## config.mk

```make
export PLATFORM = sky130hd
export DESIGN_NAME = stroke_arbiter_flat
export DESIGN_NICKNAME = d
export VERILOG_FILES = /design/src/rtl/stroke_arbiter_if.sv /design/src/rtl/stroke_arbiter.sv /design/src/flat_wrapper.sv
export SDC_FILE = /design/constraint.sdc
export NUM_CORES = 1
export LEC_CHECK = 0
export CORE_MARGIN = 1
export CORE_UTILIZATION = 45
export DETAILED_ROUTE_END_ITERATION = 6
export GPL_TIMING_DRIVEN = 0
export PLACE_DENSITY = 0.67
export SLEW_MARGIN = 20
export SYNTH_ARGS = -nofsm -noshare
export SYNTH_HDL_FRONTEND = slang
export SYNTH_SLANG_ARGS = --single-unit
export TNS_END_PERCENT = 1
```

## constraint.sdc

```tcl
create_clock -name clk_in -period 7.45 [get_ports clk_in]
set_input_delay 1.1175 -clock clk_in [delete_from_list [all_inputs] [get_ports clk_in]]
set_output_delay 1.1175 -clock clk_in [all_outputs]
set_load 0.01 [all_outputs]
```

## src/rtl/stroke_arbiter_if.sv

```systemverilog
// Frame-buffer write port: one pixel beat per transfer, valid/ready handshake.
interface stroke_arbiter_if;
  logic        wr_en_out;
  logic [15:0] wr_addr_out;
  logic [3:0]  wr_data_out;
  logic        wr_ready_in;

  modport master (output wr_en_out, wr_addr_out, wr_data_out, input wr_ready_in);
  modport slave  (input wr_en_out, wr_addr_out, wr_data_out, output wr_ready_in);
endinterface

```

## src/rtl/stroke_arbiter.sv

```systemverilog
// Paints the brush footprints of two stroke sources into a frame buffer once per
// frame, alternating which source goes first and skipping unchanged strokes.
module stroke_arbiter #(
  parameter int unsigned H_RES = 320,
  parameter int unsigned V_RES = 180
) (
  input  logic             clk_in,
  input  logic             rst_in,
  input  logic             nf_in,
  input  logic             draw1_in,
  input  logic             draw2_in,
  input  logic [9:0]       x1_in,
  input  logic [9:0]       x2_in,
  input  logic [8:0]       y1_in,
  input  logic [8:0]       y2_in,
  input  logic [3:0]       color1_in,
  input  logic [3:0]       color2_in,
  input  logic [2:0]       sw1_in,
  input  logic [2:0]       sw2_in,
  stroke_arbiter_if.master wr_bus,
  output logic             busy_out,
  output logic             done_out,
  output logic [7:0]       drop_count_out
);

  typedef enum logic [2:0] {IDLE, LATCH, SELECT, PAINT, NEXT_SRC, FINISH} state_t;

  localparam logic [15:0] H_RES_W = 16'(H_RES);

  state_t state, state_d;

  // Per-source latched stroke, index 0 = source 1, index 1 = source 2
  logic [1:0]       draw_q;
  logic [1:0][9:0]  x_q;
  logic [1:0][8:0]  y_q;
  logic [1:0][3:0]  col_q;
  logic [1:0][2:0]  sw_q;
  logic [1:0][25:0] last_tuple;
  logic [1:0]       last_valid;

  logic       first_src, cur_src, second_src;
  logic [2:0] dx, dy;

  logic [9:0]  cur_x;
  logic [8:0]  cur_y;
  logic [3:0]  cur_col;
  logic [2:0]  cur_sw;
  logic [25:0] cur_tuple;
  logic [10:0] px;
  logic [9:0]  py;
  logic        in_canvas, last_pix, skip_src, step;
  logic [15:0] row_base, pix_addr;

  assign cur_x     = x_q[cur_src];
  assign cur_y     = y_q[cur_src];
  assign cur_col   = col_q[cur_src];
  assign cur_sw    = sw_q[cur_src];
  assign cur_tuple = {cur_x, cur_y, cur_col, cur_sw};

  assign px        = {1'b0, cur_x} + {8'd0, dx};
  assign py        = {1'b0, cur_y} + {7'd0, dy};
  assign in_canvas = (32'(px) < H_RES) && (32'(py) < V_RES);
  assign last_pix  = (dx == cur_sw) && (dy == cur_sw);
  assign skip_src  = !draw_q[cur_src] ||
                     (last_valid[cur_src] && (cur_tuple == last_tuple[cur_src]));

  // Row offset as a sum of shifted copies of py, one per set bit of H_RES
  always_comb begin
    row_base = '0;
    for (int unsigned i = 0; i < 16; i++) begin
      if (H_RES_W[i[3:0]]) row_base = row_base + (16'(py) << i);
    end
    pix_addr = row_base + 16'(px);
  end

  assign busy_out = (state != IDLE);

  always_ff @(posedge clk_in) begin
    if (rst_in) state <= IDLE;
    else        state <= state_d;
  end

  always_comb begin
    state_d            = state;
    step               = 1'b0;
    done_out           = 1'b0;
    wr_bus.wr_en_out   = 1'b0;
    wr_bus.wr_addr_out = '0;
    wr_bus.wr_data_out = '0;
    case (state)
      IDLE:     if (nf_in) state_d = LATCH;
      LATCH:    state_d = SELECT;
      SELECT:   state_d = skip_src ? NEXT_SRC : PAINT;
      PAINT: begin
        if (in_canvas) begin
          wr_bus.wr_en_out   = 1'b1;
          wr_bus.wr_addr_out = pix_addr;
          wr_bus.wr_data_out = cur_col;
          step               = wr_bus.wr_ready_in;
        end else begin
          step = 1'b1;
        end
        if (step && last_pix) state_d = NEXT_SRC;
      end
      NEXT_SRC: state_d = second_src ? FINISH : SELECT;
      FINISH: begin
        done_out = 1'b1;
        state_d  = IDLE;
      end
      default:  state_d = IDLE;
    endcase
  end

  always_ff @(posedge clk_in) begin
    if (rst_in) begin
      draw_q         <= '0;
      x_q            <= '0;
      y_q            <= '0;
      col_q          <= '0;
      sw_q           <= '0;
      last_tuple     <= '0;
      last_valid     <= '0;
      first_src      <= 1'b0;
      cur_src        <= 1'b0;
      second_src     <= 1'b0;
      dx             <= '0;
      dy             <= '0;
      drop_count_out <= '0;
    end else begin
      if (state == IDLE && nf_in) begin
        draw_q <= {draw2_in, draw1_in};
        x_q    <= {x2_in, x1_in};
        y_q    <= {y2_in, y1_in};
        col_q  <= {color2_in, color1_in};
        sw_q   <= {sw2_in, sw1_in};
      end
      if (state == LATCH) begin
        cur_src    <= first_src;
        second_src <= 1'b0;
      end
      if (state == SELECT) begin
        dx <= '0;
        dy <= '0;
      end
      if (state == PAINT && step) begin
        if (last_pix) begin
          last_tuple[cur_src] <= cur_tuple;
          last_valid[cur_src] <= 1'b1;
        end else if (dx == cur_sw) begin
          dx <= '0;
          dy <= dy + 3'd1;
        end else begin
          dx <= dx + 3'd1;
        end
      end
      if (state == NEXT_SRC && !second_src) begin
        cur_src    <= ~cur_src;
        second_src <= 1'b1;
      end
      if (state == FINISH) first_src <= ~first_src;
      if (nf_in && state != IDLE && drop_count_out != 8'hFF)
        drop_count_out <= drop_count_out + 8'd1;
    end
  end

endmodule

```

## src/flat_wrapper.sv

```systemverilog
// flat-port wrapper written by rule: the top's interface ports become plain ports
module stroke_arbiter_flat 
#(
  parameter int unsigned H_RES = 320,
  parameter int unsigned V_RES = 180
)
  (clk_in, rst_in, nf_in, draw1_in, draw2_in, x1_in, x2_in, y1_in, y2_in, color1_in, color2_in, sw1_in, sw2_in, busy_out, done_out, drop_count_out, wr_bus_wr_en_out, wr_bus_wr_addr_out, wr_bus_wr_data_out, wr_bus_wr_ready_in);
  stroke_arbiter_if wr_bus_i ();
  input  logic clk_in;
  input  logic rst_in;
  input  logic nf_in;
  input  logic draw1_in;
  input  logic draw2_in;
  input  logic [9:0] x1_in;
  input  logic [9:0] x2_in;
  input  logic [8:0] y1_in;
  input  logic [8:0] y2_in;
  input  logic [3:0] color1_in;
  input  logic [3:0] color2_in;
  input  logic [2:0] sw1_in;
  input  logic [2:0] sw2_in;
  output logic busy_out;
  output logic done_out;
  output logic [7:0] drop_count_out;
  output wire logic [$bits(wr_bus_i.wr_en_out)-1:0] wr_bus_wr_en_out;
  output wire logic [$bits(wr_bus_i.wr_addr_out)-1:0] wr_bus_wr_addr_out;
  output wire logic [$bits(wr_bus_i.wr_data_out)-1:0] wr_bus_wr_data_out;
  input wire logic [$bits(wr_bus_i.wr_ready_in)-1:0] wr_bus_wr_ready_in;
  assign wr_bus_wr_en_out = wr_bus_i.wr_en_out;
  assign wr_bus_wr_addr_out = wr_bus_i.wr_addr_out;
  assign wr_bus_wr_data_out = wr_bus_i.wr_data_out;
  assign wr_bus_i.wr_ready_in = wr_bus_wr_ready_in;
  stroke_arbiter #(.H_RES(H_RES), .V_RES(V_RES)) u_core (.clk_in(clk_in), .rst_in(rst_in), .nf_in(nf_in), .draw1_in(draw1_in), .draw2_in(draw2_in), .x1_in(x1_in), .x2_in(x2_in), .y1_in(y1_in), .y2_in(y2_in), .color1_in(color1_in), .color2_in(color2_in), .sw1_in(sw1_in), .sw2_in(sw2_in), .wr_bus(wr_bus_i), .busy_out(busy_out), .done_out(done_out), .drop_count_out(drop_count_out));
endmodule
```

# After elaboration in Yosys (flattened, before gate mapping)
# Index checks and enable logic that the tools add are counted.
# totals
regBits,128
input_bits,58
out_inout_bits,31
# classes
muxes,46
n_reduce_logical,18
n_lt_le_gt_ge,4
add_sub_neg,7
bitwise_logic,3
eq_ne,11
# ops
operator,n
$mux W26,3
$bwmux W52,1
$mux W3,14
$mux W16,2
$demux W26 S1,1
$eq A26 B26 Y1,1
$mux W10,2
$mux W9,2
$add A16 B11 Y16,1
$add A16 B16 Y16,1
$mux W4,4
$mux W1,15
$pmux W3 S5,1
$add A10 B3 Y11,1
$lt A11 B9 Y1 const B,1
$add A9 B3 Y10,1
$logic_and A1 B1 Y1,10
$lt A10 B8 Y1 const B,1
$add A8 B1 Y8 const B,1
$ne A8 B8 Y1 const B,1
$add A3 B1 Y3 const B,2
$eq A3 B2 Y1 const B,2
$eq A3 B3 Y1,2
$eq A3 B3 Y1 const B,2
14 further kinds,17

# Logic depth before layout (Yosys ltp)
# Gate-level depths: netlist of run 1.
# depth
ltp_word,10
ltp_mapped,25
depth_no_buf,19

# Least setup slack after synthesis of run 1
# No wires, ideal clock.
# synth_timing
kind,flip-flop to output port
startpoint,register u_core.cur_src
endpoint,output port wr_bus_wr_addr_out[15]
path_stages_with_launch,22
n_path_buf,6
slack_ns,0.866
t_arrival_ns,5.467
path_cell_list,dfxtp_1 -> buf_4 -> buf_4 -> buf_4 -> buf_1 -> clkbuf_1 -> clkbuf_1 -> mux2_2 -> ha_1 -> fa_1 -> a21oi_1 -> nor2_1 -> xnor2_1 -> fa_1 -> ha_1 -> o21ai_0 -> a21boi_0 -> o21ai_0 -> a21oi_1 -> o21a_1 -> or3_1 -> a21oi_1
# synth_between
elab_chain_cells,7
word_cells_on_any_way,13
# synth_rtl
element,line,text
start: declaration,stroke_arbiter.sv:41,"logic first_src, cur_src, second_src;"
start signal: assignment,stroke_arbiter.sv:138,cur_src <= first_src;
start signal: assignment,stroke_arbiter.sv:157,cur_src <= ~cur_src;
$mux W9 (implied by the code) (*) (2 in a row),stroke_arbiter.sv:55,assign cur_y = y_q[cur_src];
named net u_core.cur_y[0],stroke_arbiter.sv:45,logic [8:0] cur_y;
$add A9 B3 Y10 (*),stroke_arbiter.sv:61,"assign py = {1'b0, cur_y} + {7'd0, dy};"
$add A16 B16 Y16 or $lt A10 B8 Y1 (tied branches),"stroke_arbiter.sv:71, stroke_arbiter.sv:62",
$add A16 B11 Y16 or $logic_and A1 B1 Y1 (tied branches),"stroke_arbiter.sv:73, stroke_arbiter.sv:62",
$mux W16 (*),stroke_arbiter.sv:95,if (in_canvas) begin
$mux W16 (*),stroke_arbiter.sv:90,case (state)
end: declaration,flat_wrapper.sv:26,output wire logic [$bits(wr_bus_i.wr_addr_out)-1:0] wr_bus_wr_addr_out;
# The timed path passes the listed nets; every way through them passes the cells marked *. The select of a mux whose other input is x is not followed.

# Worst setup path after layout of run 1
# Ends and elaborated chain as after synthesis.

==> flow_summary.yaml, run 1 <==
logic_synthesis:
  synthArstFlopShare: 0
  netlist.area_leader.share: 0.360
  synth_cells: 912
  synth_commonest_cells: "nand2_1 (162), dfxtp_1 (128), a21oi_1 (126), nand3_1 (62), inv_1 (44)"
  yosysUniqueCellTypes: 68
  synth_edf_count: 0
  ys.flop_type: "dfxtp_1"
  synth_fp_nets: 999
  ys_warn_count: 0
  avgSynthCellArea_um2: 7.81
  synth_largest_area_cell: "dfxtp_1"
  yosysMostFrequentCell: "nand2_1"
  ys_seq_area_frac: 0.360
  yosys-top-cells-area: "dfxtp_1 (36%), a21oi_1 (8.9%), nand2_1 (8.5%)"
  netlist_area_mm2: 0.00712
  synth_seq_cells: 128
sta:
  final_max_slew_viol_count: 0
  relSlewSlack: 0.448
  finalSetupViolCount: 0
  layout_setup_ws_ns: 0.376
  hold_viol: 0
  worst_pin_slew_ns: 0.805
  finalCriticalPeriod_ns: 7.07
  fmax_mhz: 141
  clock-skew-final_ns: 0.0109
  whs_ns: 0.453
  rsz0062_at_grt: "false"
  post-route-period-util: 0.950
placed_design:
  pre_cts_ws_ns: -1.08
  hpwl_um: 16600
  routabilityCongestion: 0.945
  io_buffers: 87
  dp_cells: 1210
power:
  swShare: 0.320
  ir_worst_vdd_mv: 0.193
  pwr-share-seq: 0.379
  clockPowerShare: 0.408
  power.net_switching_mw: 0.655
  combPwrFrac: 0.213
  power_density_mw_per_mm2: 229
  p_leak_nw: 3.19
  intPower_mw: 1.39
clock_network:
  worstSkewPairLatency_ns: 0.43
  cts_root_buffer: "clkbuf_16"
  cts_buffers: 17
  clkSlewWorstSetupHoldPaths_ns: 0.06
  clock_path_buffers: 2
  cts_max_level: 4
  clkSinkCount: 128
  cts_tree: "built"
  cts_hold_buf: 0
route:
  ant_nets: 0
  drtIter0Drc: 756
  via_per_inst: 5.63
  wl_um: 22100
  num_vias: 6997
  drc: 0
  first_pass_iters: 6
  wl_per_cell_um: 17.8
floorplanning:
  dieWidth_um: 128
  die-area_mm2: 0.0163
  core_area_mm2: 0.0153
  dieHeight_um: 128
  pin_count: 89
  row_count: 45
  start_util: 0.465
final_layout:
  antenna_cells: 0
  syn_to_final_growth_pct: 25.4
  stdcell_count: 1243
  layout.nets: 1106
  layout-drive-gt1-share: 0.0717
  fillCellCount: 1489
setup_path:
  crit_fanout: 19
  crit_path_end_kind: "output port"
  required_ns: 6.33
  crit_type: "reg2out"
  crit_start: "u_core.cur_src"
  crit_arrival_ns: 5.96
  startpoint_type: "flip-flop"
  r2r_start: "u_core.cur_src"
grt:
  first_global_vias: 6311
  grtUsageTotal: 0.276
  grt_remaining_overflow: 0
  antenna_found_initial: 0
  grt_pass1_wl_um: 34200
  grt_max_degree: 20
run_status:
  status: "complete, no violations"
job:
  maxCapViolations: 0
min_path:
  hp-class: "reg2reg"
  hold_start: "u_core.last_tuple[41]"
==> flip-flops by register name, indices dropped and copies added (netlist names) <==
| register | count |
|---|---|
| u_core.y_q | 18 |
| u_core.draw_q | 2 |
| u_core.second_src | 1 |
| u_core.x_q | 20 |
| u_core.last_valid | 2 |
| u_core.col_q | 8 |
| u_core.dx | 3 |
| u_core.state | 3 |
| u_core.dy | 3 |
| u_core.drop_count_out | 8 |
| u_core.last_tuple | 52 |
| u_core.sw_q | 6 |
| u_core.first_src | 1 |
| u_core.cur_src | 1 |
==> power groups by stage <==
stage               clock network (mW)  registers, mW  logic [mW]
floorplan                            0          0.763       0.286
global placement                     0          0.785       0.418
detailed placement                   0          0.786       0.420
CTS                              0.836          0.771       0.427
global route                     0.868          0.777       0.474
finish                           0.833          0.774       0.435
==> cells in the final DEF, fill, tap and decap left out, types with 3 or more instances in the layout <==
master / synthesis / final
o22ai_1: 12 / 12
a21o_1: 7 / 7
dfxtp_1: 128 / 127
xor2_1: 14 / 12
fa_1: 5 / 5
nand2_1: 162 / 162
buf_2: 6 / 6
nor3_1: 16 / 16
clkinvlp_4: 0 / 5
a221oi_1: 3 / 3
nand3b_1: 4 / 4
a221o_1: 4 / 4
a211oi_1: 5 / 5
xnor2_1: 39 / 37
o21ai_1: 1 / 4
buf_4: 3 / 4
nor2b_1: 7 / 7
clkdlybuf4s50_1: 0 / 87
and2_1: 5 / 5
mux2_2: 8 / 8
nand2b_1: 8 / 8
nand3_1: 62 / 62
o21ai_0: 43 / 40
nor2_1: 41 / 41
nor4_1: 6 / 6
a2111oi_0: 3 / 3
clkbuf_1: 38 / 36
inv_6: 0 / 4
inv_1: 44 / 44
buf_1: 4 / 3
clkbuf_16: 0 / 17
a31oi_1: 6 / 6
o2111ai_1: 5 / 5
a21oi_1: 126 / 125
and3_1: 10 / 10
ha_1: 24 / 24
mux2i_1: 21 / 21
==> critical path, stage by stage, from the launching register on <==
cell and delay [ns]:
dfxtp_2 0.38, buf_6 0.17, buf_4 0.19, buf_8 0.22, buf_4 0.23, clkbuf_4 0.24, mux2_2 0.38, ha_1 0.23
fa_1 0.47, a21oi_4 0.21, nor2_1 0.09, xnor2_2 0.22, fa_1 0.45, ha_1 0.32, o21ai_1 0.11, a21boi_0 0.13
o21ai_1 0.17, a21oi_1 0.10, o21a_1 0.18, or3_1 0.33, a21oi_1 0.15, clkdlybuf4s50_1 0.55
==> cells by family after synthesis <==
logic type,synth area share
simple gates,0.217
compound gates,0.201
xor+xnor,0.0675
flops,0.360
mux,0.0441
fa+ha+maj,0.0562
buf+inv,0.0550
==> worst paths after layout <==
path	end	slack (ns)	depth (start not counted)
worst max register to register	u_core.last_tuple[22]	2.30	17
worst max-delay path	wr_bus_wr_addr_out[15]	0.38	21
worst min register to register	u_core.last_tuple[41]	0.45	2
worst min-delay path	u_core.last_tuple[41]	0.45	2
==> routing by layer <==
metal	wire length (um)	vias to the layer above	part of all wire	global-route usage
met5	0	-	0	0
met4	578	0	0.026	0.100
met3	1480	49	0.067	0.0614
met2	10100	270	0.46	0.439
met1	9960	3286	0.45	0.367
li1	-	3392	-	-
==> area by class of cell <==
cell class	count	area (um2)	area share
multi-input combinational	687	4230	0.473
sequential	128	2560	0.287
timing repair buffer	89	886	0.0991
clock buffer	18	429	0.0480
tap	211	264	0.0295
buffer	52	245	0.0274
inverter	44	165	0.0185
clock inverter	14	155	0.0174
==> what timing repair did <==
item / 4_1_cts / 5_1_grt
buffers inserted: 0 / 2
setup endpoints to repair: 21 / 15
pin swaps: 1 / 2
gates resized for setup: 11 / 12
==> through the flow <==
stage / TNS (ns) / area, um2 / power, mW / util
floorplan: 0 / 7120 / 1.05 / -
CTS: 0 / 8890 / 2.03 / 0.580
global route: 0 / 8930 / 2.12 / 0.583
finish: 0 / 8930 / 2.04 / 0.583
global placement: -7.51 / 8260 / 1.20 / 0.539
detailed placement: -7.79 / 8260 / 1.21 / 0.539
No activity file was read; power rests on OpenSTA's default activity.
==> inputs of run 2 (changes only) <==
--- a/config.mk
+++ b/config.mk
@@ -5,11 +5,13 @@
 export SDC_FILE = /design/constraint.sdc
 export NUM_CORES = 1
 export LEC_CHECK = 0
+export CELL_PAD_IN_SITES_DETAIL_PLACEMENT = 1
+export CELL_PAD_IN_SITES_GLOBAL_PLACEMENT = 1
 export CORE_MARGIN = 1
-export CORE_UTILIZATION = 45
+export CORE_UTILIZATION = 41
 export DETAILED_ROUTE_END_ITERATION = 6
-export GPL_TIMING_DRIVEN = 0
-export PLACE_DENSITY = 0.67
+export PLACE_DENSITY_LB_ADDON = 0.1
+export SKIP_LAST_GASP = 1
 export SLEW_MARGIN = 20
 export SYNTH_ARGS = -nofsm -noshare
 export SYNTH_HDL_FRONTEND = slang
==> flow_summary.yaml, run 2 (synthesized netlist as in run 1, its figures left out) <==
clock_network:
  cts_hold_buf: 0
  clkSlewWorstSetupHoldPaths_ns: 0.06
  cts_root_buffer: "clkbuf_16"
  post_cts_resized: 0
  cts_buffers: 17
  cts_tree: "built"
  cts_setup_buffers: 0
  cts_max_level: 4
  clock_path_buffers: 2
  clkSinkCount: 128
  worstSkewPairLatency_ns: 0.42
setup_path:
  critPathMaxStageDelay_ns: 0.58
  crit_arrival_ns: 5.82
  crit_top_cell: "a21oi_1"
  cp_slowest_cell: "dfxtp_4"
  crit_fanout: 33
  startpoint_type: "flip-flop"
  crit_chain: "mux2_2 -> ha_1 -> a21oi_1 -> a22oi_1 -> nand2_1 -> xor2_1 -> fa_1 -> ha_1 -> nor2b_1 -> o21ai_0 -> a21boi_0 -> o21ai_0 -> a21oi_1 -> o21a_1 -> or3_1 -> a21oi_1 -> clkdlybuf4s50_1"
  crit_type: "reg2out"
  path_buf_inv: 1
  required_ns: 6.33
  path_delay_family: "compound AO/OA/AOI/OAI gates"
  crit_path_end_kind: "output port"
final_layout:
  stdcell_area_mm2: 0.00867
  seq_area_mm2: 0.00257
  stdcell_count: 1204
  final_util: 0.517
  syn_to_final_growth_pct: 21.7
  reg_top3: "u_core.last_tuple: 52 flops, u_core.x_q: 20 flops, u_core.y_q: 18 flops"
  layout-drive-gt1-share: 0.0589
  largest_reg_flops: 52
  final_cell_mix: "nand2_1 (162), dfxtp_1 (127), a21oi_1 (126)"
  largest_register: "u_core.last_tuple"
  mostFrequentLayoutCell: "nand2_1"
  multi_input_area_mm2: 0.00418
  layout.nets: 1059
  antenna_cells: 0
  fillCellCount: 2032
power:
  total_power_mw: 1.98
  p_leak_nw: 3.08
  power_density_mw_per_mm2: 228
  ir_worst_vdd_mv: 0.168
route:
  drtIter0Drc: 401
  drc: 0
  wl_um: 23200
  via_per_inst: 5.75
  first_pass_iters: 4
  wl_per_cell_um: 19.3
  num_vias: 6921
  ant_nets: 0
run_status:
  status: "complete, no violations"
placed_design:
  routabilityCongestion: 0.868
  dp_cells: 1173
  io_buffers: 88
  hpwl_um: 16500
  pre_cts_ws_ns: 0.990
  place_area_mm2: 0.00811
grt:
  antenna_found_initial: 0
  grt_pass1_wl_um: 37100
  grtUsageTotal: 0.268
  grt_max_degree: 104
  grt_remaining_overflow: 0
  first_global_vias: 7031
sta:
  final_max_slew_viol_count: 0
  finalCriticalPeriod_ns: 6.94
  tns_ns: 0
  post-route-period-util: 0.932
  worst_pin_slew_ns: 1.12
  fmax_mhz: 144
  clock-skew-final_ns: 0.00917
  hold_viol: 0
  layout_setup_ws_ns: 0.509
  rsz0062_at_grt: "false"
  relSlewSlack: 0.252
  finalSetupViolCount: 0
  whs_ns: 0.455
floorplanning:
  pin_count: 89
  dieWidth_um: 134
  row_count: 47
  core_area_mm2: 0.0168
  start_util: 0.425
  die-area_mm2: 0.0179
  dieHeight_um: 134
job:
  maxCapViolations: 0
min_path:
  hp-class: "reg2reg"
[run 2: cell types whose count changed in the layout (fill, tap and decap cells not counted), moves of 3 or more]
cell,previous run,this run
buf_2,6,0
clkbuf_8,0,3
clkbuf_1,36,2
o21ai_1,4,1
o21ai_0,40,43
buf_4,4,7
inv_6,4,1
buf_1,3,0
[run 2: worst paths after layout]
kind / endpoint / cells past startpoint / slack [ns] / startpoint
hold / removal: u_core.last_valid[1] / 2 / 0.45 / u_core.last_valid[1]
setup reg to reg: u_core.last_tuple[11] / 12 / 2.44 / u_core.cur_src
setup / recovery: wr_bus_wr_addr_out[15] / 17 / 0.51 / u_core.cur_src
hold reg to reg: u_core.last_valid[1] / 2 / 0.45 / u_core.last_valid[1]
[run 2: report_power, final]
part | switching [mW] | internal (mW) | leakage, nW
clock | 0.305 | 0.482 | 0.264
combinational | 0.242 | 0.159 | 1.78
sequential | 0.0684 | 0.719 | 1.04
total | 0.615 | 1.36 | 3.08
[run 2: area by class of cell]
type                            count  area share
Clock buffer                       22      0.0547
Sequential cell                   128       0.296
Tap cell                          220      0.0318
Multi-Input combinational cell    687       0.482
Inverter                           44      0.0191
Timing Repair Buffer               94       0.107
Clock inverter                      9     0.00967
[run 2: routing by layer]
metal,GRT usage,vias to the layer above,wire length (um)
met4,0.0947,0,523
met2,0.458,150,11400
li1,-,3287,-
met1,0.336,3447,10400
met5,0,-,0
met3,0.0506,37,959
[run 2: worst min-delay path: stages (launching register included)]
cell	delay [ns]
dfxtp_1	0.31
inv_1	0.05
a21oi_1	0.05
==> inputs of run 3 (changes only) <==
--- a/config.mk
+++ b/config.mk
@@ -12,7 +12,6 @@
 export DETAILED_ROUTE_END_ITERATION = 6
 export PLACE_DENSITY_LB_ADDON = 0.1
 export SKIP_LAST_GASP = 1
-export SLEW_MARGIN = 20
 export SYNTH_ARGS = -nofsm -noshare
 export SYNTH_HDL_FRONTEND = slang
 export SYNTH_SLANG_ARGS = --single-unit
==> flow_summary.yaml, run 3 (synthesized netlist as in run 1, its figures left out) <==
route:
  drc: 0
  num_vias: 6915
  via_per_inst: 5.74
  wl_um: 23300
  first_pass_iters: 5
  drtIter0Drc: 410
  wl_per_cell_um: 19.3
  ant_nets: 0
floorplanning:
  dieWidth_um: 134
  pin_count: 89
  dieHeight_um: 134
  core_area_mm2: 0.0168
  start_util: 0.425
  row_count: 47
  die-area_mm2: 0.0179
final_layout:
  stdcell_count: 1204
  fillCellCount: 2033
  antenna_cells: 0
  mostFrequentLayoutCell: "nand2_1"
  syn_to_final_growth_pct: 21.7
  final_cell_mix: "nand2_1 (162), dfxtp_1 (127), a21oi_1 (126)"
  largest_reg_flops: 52
  layout-drive-gt1-share: 0.0589
  final_util: 0.517
  largest_register: "u_core.last_tuple"
  layout.nets: 1059
  reg_top3: "u_core.last_tuple: 52 flops, u_core.x_q: 20 flops, u_core.y_q: 18 flops"
clock_network:
  worstSkewPairLatency_ns: 0.42
  cts_hold_buf: 0
  cts_buffers: 17
  cts_setup_buffers: 0
  cts_max_level: 4
  clkSinkCount: 128
  post_cts_resized: 0
  cts_tree: "built"
  clock_path_buffers: 2
  cts_root_buffer: "clkbuf_16"
  clkSlewWorstSetupHoldPaths_ns: 0.06
power:
  ir_worst_vdd_mv: 0.168
  total_power_mw: 1.98
  power_density_mw_per_mm2: 228
  p_leak_nw: 3.08
sta:
  finalCriticalPeriod_ns: 6.94
  finalSetupViolCount: 0
  relSlewSlack: 0.251
  hold_viol: 0
  fmax_mhz: 144
  post-route-period-util: 0.932
  worst_pin_slew_ns: 1.12
  clock-skew-final_ns: 0.0102
  layout_setup_ws_ns: 0.509
  final_max_slew_viol_count: 0
  rsz0062_at_grt: "false"
  tns_ns: 0
job:
  maxCapViolations: 0
setup_path:
  required_ns: 6.33
  crit_type: "reg2out"
  crit_path_end_kind: "output port"
  crit_arrival_ns: 5.82
  startpoint_type: "flip-flop"
  crit_fanout: 33
grt:
  grtUsageTotal: 0.268
  antenna_found_initial: 0
  grt_remaining_overflow: 0
  grt_pass1_wl_um: 37100
  grt_max_degree: 104
  first_global_vias: 7031
placed_design:
  routabilityCongestion: 0.868
  io_buffers: 88
  pre_cts_ws_ns: 0.990
  dp_cells: 1173
  hpwl_um: 16500
min_path:
  hp-class: "reg2reg"
run_status:
  status: "complete, no violations"
==> run 3: final timing paths <==
kind / from / to / slack, ns / cells past startpoint
max: u_core.cur_src / wr_bus_wr_addr_out[15] / 0.51 / 17
max reg2reg: u_core.cur_src / u_core.last_tuple[11] / 2.42 / 12
min: u_core.last_valid[1] / u_core.last_valid[1] / 0.45 / 2
min reg2reg: u_core.last_valid[1] / u_core.last_valid[1] / 0.45 / 2
==> run 3: layer usage <==
metal | GRT usage | share of wire
met5 | 0 | 0
met1 | 0.336 | 0.45
met3 | 0.0506 | 0.040
met4 | 0.0947 | 0.024
met2 | 0.458 | 0.49
==> run 3: worst max-delay path: stages, from the launching register on <==
cell             delay [ns]
dfxtp_4                0.59
buf_4                  0.37
mux2_2                 0.37
ha_1                   0.22
fa_1                   0.44
a21oi_1                0.35
nor2_1                 0.09
xnor2_1                0.29
fa_1                   0.47
ha_1                   0.31
o21ai_0                0.14
a21boi_0               0.16
o21ai_0                0.22
a21oi_1                0.13
o21a_1                 0.19
or3_1                  0.34
a21oi_1                0.14
clkdlybuf4s50_1        0.56
==> run 3: layout make-up <==
type                    instances  area [um2]  area share
well taps                     220         275      0.0318
flip-flops and latches        128        2570       0.296
clock buffers                  22         474      0.0547
clock inverters                 9        83.8     0.00967
repair buffers                 94         923       0.107
multi-input cells             687        4180       0.482
inverters                      44         165      0.0191
==> run 3: through the flow <==
step / cell area [um2] / hold slack, ns
final: 8670 / 0.455
after floorplan: 7120 / 0.426
after CTS: 8670 / 0.456
after global placement: 8110 / 0.436
after detailed placement: 8110 / 0.447
after global routing: 8670 / 0.475
==> run 3: power breakdown <==
part	leakage (nW)	internal (mW)	switching, mW
clock	0.264	0.482	0.306
sequential	1.04	0.719	0.0687
combinational	1.78	0.159	0.243
total	3.08	1.36	0.617
